--- config.mk ---
export PLATFORM = sky130hd
export DESIGN_NAME = keypad_entry
export DESIGN_NICKNAME = d
export VERILOG_FILES = /design/src/rtl/keypad_entry.sv
export SDC_FILE = /design/constraint.sdc
export NUM_CORES = 1
export LEC_CHECK = 0
export CORE_AREA = 2 2 58 66
export CTS_CLUSTER_DIAMETER = 60
export DETAILED_ROUTE_END_ITERATION = 8
export DIE_AREA = 0 0 60 68
export PLACE_DENSITY = 0.88
export SLEW_MARGIN = 0
export SYNTH_ARGS = -nofsm -noshare
export SYNTH_HDL_FRONTEND = slang
export SYNTH_SLANG_ARGS = --single-unit
--- constraint.sdc ---
create_clock -name clk -period 4.4 [get_ports clk]
set_input_delay 0.88 -clock clk [delete_from_list [all_inputs] [get_ports clk]]
set_output_delay 0.88 -clock clk [all_outputs]
set_load 0.02 [all_outputs]
--- src/rtl/keypad_entry.sv ---
// Debounced key-entry controller for a 16-button keypad scanner.
// Accepts one key per physical press and shifts it into a two-digit display history.
module keypad_entry #(
  parameter int DEBOUNCE_CYCLES = 240000,
  parameter int CNT_W           = $clog2(DEBOUNCE_CYCLES)
) (
  input  logic       clk,
  input  logic       reset,
  input  logic [4:0] button,
  output logic [7:0] digits,
  output logic [3:0] key,
  output logic       new_press,
  output logic       held
);

  typedef enum logic [1:0] {
    IDLE     = 2'd0,
    DEBOUNCE = 2'd1,
    HELD     = 2'd2,
    RELEASE  = 2'd3
  } state_t;

  localparam logic [CNT_W-1:0] CNT_LAST = CNT_W'(DEBOUNCE_CYCLES - 1);
  localparam logic [CNT_W-1:0] CNT_ONE  = CNT_W'(1);
  localparam logic [4:0]       NO_KEY   = 5'h10;

  state_t           state_q;
  logic [3:0]       cand_q;
  logic [CNT_W-1:0] cnt_q;
  logic [7:0]       digits_q;
  logic [3:0]       key_q;
  logic             new_press_q;
  logic             held_q;

  // held is assigned alongside each transition so it reflects the state being entered
  always_ff @(posedge clk or negedge reset) begin
    if (!reset) begin
      state_q     <= IDLE;
      cand_q      <= 4'h0;
      cnt_q       <= '0;
      digits_q    <= 8'h00;
      key_q       <= 4'h0;
      new_press_q <= 1'b0;
      held_q      <= 1'b0;
    end else begin
      new_press_q <= 1'b0;
      case (state_q)
        IDLE: begin
          held_q <= 1'b0;
          if (!button[4]) begin
            cand_q  <= button[3:0];
            cnt_q   <= '0;
            state_q <= DEBOUNCE;
          end
        end
        DEBOUNCE: begin
          held_q <= 1'b0;
          if (button != {1'b0, cand_q}) begin
            state_q <= IDLE;
          end else if (cnt_q == CNT_LAST) begin
            state_q     <= HELD;
            digits_q    <= {digits_q[3:0], cand_q};
            key_q       <= cand_q;
            new_press_q <= 1'b1;
            held_q      <= 1'b1;
          end else begin
            cnt_q <= cnt_q + CNT_ONE;
          end
        end
        HELD: begin
          held_q <= 1'b1;
          if (button == NO_KEY) begin
            cnt_q   <= '0;
            state_q <= RELEASE;
          end
        end
        RELEASE: begin
          // Any key seen here is contact bounce on release, not a new entry
          if (!button[4]) begin
            state_q <= HELD;
            held_q  <= 1'b1;
          end else if (cnt_q == CNT_LAST) begin
            state_q <= IDLE;
            held_q  <= 1'b0;
          end else begin
            cnt_q  <= cnt_q + CNT_ONE;
            held_q <= 1'b1;
          end
        end
        default: begin
          state_q <= IDLE;
          held_q  <= 1'b0;
        end
      endcase
    end
  end

  assign digits    = digits_q;
  assign key       = key_q;
  assign new_press = new_press_q;
  assign held      = held_q;

endmodule

==> impl_metrics.env <==
export IMPL_status="completed"
export IMPL_drc_errors=0
export IMPL_dp_hpwl_um=2840
export IMPL_cts_resized=0
export IMPL_worstHoldPathCells=1
export IMPL_synth_top_cell_area_share=0.466
export IMPL_syn_cell_area_sq_um=1830
export IMPL_ff2ff_path_depth=5
export IMPL_cts_setup_buffers=0
export IMPL_most_common_layout_cells="34 x dfrtp_1, 20 x nand3_1, 20 x clkdlybuf4s50_1"
export IMPL_ys_types=40
export IMPL_drtIter0Drc=116
export IMPL_slowest_delay_ns=0.59
export IMPL_overflow=0
export IMPL_die_h_um=68
export IMPL_cp_max_fo=10
export IMPL_slew_headroom=0.493
export IMPL_layout_drive_gt1_share=0.149
export IMPL_peakVddDrop_mv=0.184
export IMPL_holdPathEnd="digits[6]"
export IMPL_synth_yosys_seq_area_share=0.466
export IMPL_endpoint_kind="flop"
export IMPL_fmax_mhz=323
export IMPL_grt_max_degree=35
export IMPL_route_vias_total=1577
export IMPL_clk_pin_slew_ns=0.07
export IMPL_die_width_um=60
export IMPL_cts_num_sinks=34
export IMPL_start_util=0.524
export IMPL_cts_root_buf="clkbuf_8"
export IMPL_finalNetCount=215
export IMPL_dr_pass1_iters=5
export IMPL_start_kind="input port"
export IMPL_ant_nets=0
export IMPL_cpLargestDelayFamily="simple AND/OR/NAND/NOR gates"
export IMPL_avgSynthCellArea_sq_um=9.76
export IMPL_timing_final_crit_share=0.705
export IMPL_cts_tree="built"
export IMPL_setup_viol=0
export IMPL_synth_flop_cell="dfrtp_1"
export IMPL_synth_edff_count=0
export IMPL_vias_per_cell=6.11
export IMPL_worstPathArrival_ns=3.30
export IMPL_power_w=0.000623
export IMPL_worstMarginPinSlew_ns=0.761
export IMPL_timing_rr_start="cnt_q[9]"
export IMPL_std_cell_rows=23
export IMPL_fillers=284
export IMPL_grt_pass1_vias=1492
export IMPL_yosys_area_top_type="dfrtp_1"
export IMPL_r2r_end="cnt_q[16]"
export IMPL_clock_latency_ns=0.28
export IMPL_rsz0062_at_grt="false"
export IMPL_hold_violations=0
export IMPL_ctsHoldBuffers=0
export IMPL_min_period_ns=3.10
export IMPL_drt_wl_total_um=4020
export IMPL_synthToLayoutAreaGrowth_pct=18.2
export IMPL_p_leak_nw=0.901
export IMPL_gp_congestion=0.822
export IMPL_synth_async_reset_ratio=1.00
export IMPL_core_sq_um=3480
export IMPL_die_area_sq_um=4080
export IMPL_synthCells=187
export IMPL_grt_use_total=0.224
export IMPL_whs_ns=0.504
export IMPL_worstHoldStart="digits[6]"
export IMPL_n_antenna_cell=0
export IMPL_yosysWarnings=0
export IMPL_syn_nets=195
export IMPL_worstPathCellList="clkdlybuf4s50_1 > xor2_1 > or4_1 > o21ai_1 > nand2_1 > o211ai_1"
export IMPL_numCtsBuffers=5
export IMPL_grt_first_pass_wirelength_um=6750
export IMPL_maxCapViolations=0
export IMPL_hold_path_class="flop to flop"
export IMPL_crit_slowest_cell="or4_1"
export IMPL_worstSetupPathType="input port to flop"
export IMPL_routedWlPerCell_um=15.6
export IMPL_tns_ns=0
export IMPL_antenna_found_initial=0
export IMPL_cts_htree_levels=2
export IMPL_synth_area_top_cells="dfrtp_1 47%, mux2_2 7.4%, nand3_1 5.5%, o21ai_0 4.9%, nand4_1 4.5%"
export IMPL_cts_max_path_buffers=2
export IMPL_ys_ff_latch=34
export IMPL_pin_count=21
export IMPL_power_density_nw_per_um2=289
export IMPL_port_buffers=20
export IMPL_reg2reg_slack_ns=1.75
export IMPL_timing_critical_path_buf_inv=1
export IMPL_required_ns=4.60
export IMPL_layout_commonest_cell="dfrtp_1"
export IMPL_finClkSkew_ns=0.00295
export IMPL_slew_viol_final=0
## stage by stage
stage,std cells,setup WS (ns),util,area [sq um]
final,258,1.30,0.620,2160
after global routing,258,1.23,0.620,2160
after CTS,258,1.35,0.620,2160
after detailed placement,250,1.04,0.594,2070
after global placement,250,1.10,0.594,2070
after floorplan,187,1.64,-,1830
## sequential cells by signal, summed over array words and instances, names as in the netlist
name	count
cnt_q	18
cand_q	4
new_press	1
held	1
digits	8
state_q	2
## cells in the mapped netlist, types with 2 or more instances
master	n
o21ai_0	18
mux2_2	12
inv_1	4
nand4_1	13
nor4_1	2
or3_1	2
or4_1	3
a22oi_1	2
buf_4	5
a21oi_1	2
nor2_1	10
o221ai_1	2
nand3_1	20
xor2_1	4
dfrtp_1	34
a31oi_1	7
or2_2	2
nand2b_1	3
and2_1	3
o211ai_1	4
nor3_1	4
clkbuf_1	6
nand2_1	8
## layout make-up
| class | count | area (sq um) | share of cell area |
|---|---|---|---|
| clock buffers | 7 | 86.3 | 0.0400 |
| clock inverters | 1 | 5.00 | 0.00232 |
| inverters | 4 | 15.0 | 0.00696 |
| multi-input cells | 137 | 901 | 0.417 |
| flip-flops and latches | 34 | 851 | 0.394 |
| well taps | 50 | 62.6 | 0.0290 |
| repair buffers | 25 | 238 | 0.110 |
## power breakdown
group / total (W) / internal [W] / leakage (nW) / switching (W)
Clock: 0.000235 / 0.000126 / 0.0482 / 0.000109
Combinational: 0.0000479 / 0.0000194 / 0.396 / 0.0000285
Sequential: 0.000341 / 0.000324 / 0.456 / 0.0000161
## logic make-up after synthesis
logic type                 share of synthesized area
buffers and inverters                         0.0439
AOI/OAI and AO/OA                              0.138
DFF                                            0.466
and+or+nand+nor                                0.252
muxes                                         0.0740
adders and majority gates                    0.00685
xor gates and xnor gates                      0.0192
## per-layer routing
metal  wire length (um)  part of all wire  track usage
met5                  0                 0            0
met1               1730              0.43        0.282
met4                 70             0.017        0.100
met3                281             0.070       0.0699
met2               1940              0.48        0.353
## worst max-delay path by stage
stage | start | to | slack [ns] | cells after the start
final | button[3] | cnt_q[10] | 1.30 | 6
after global routing | button[3] | cnt_q[16] | 1.23 | 6
after CTS | button[3] | digits[3] | 1.35 | 6
after detailed placement | button[3] | digits[3] | 1.04 | 6
after global placement | button[3] | digits[1] | 1.10 | 6
after floorplan | button[3] | digits[0] | 1.64 | 5
Note: power is estimated with default switching activity, not from simulation.
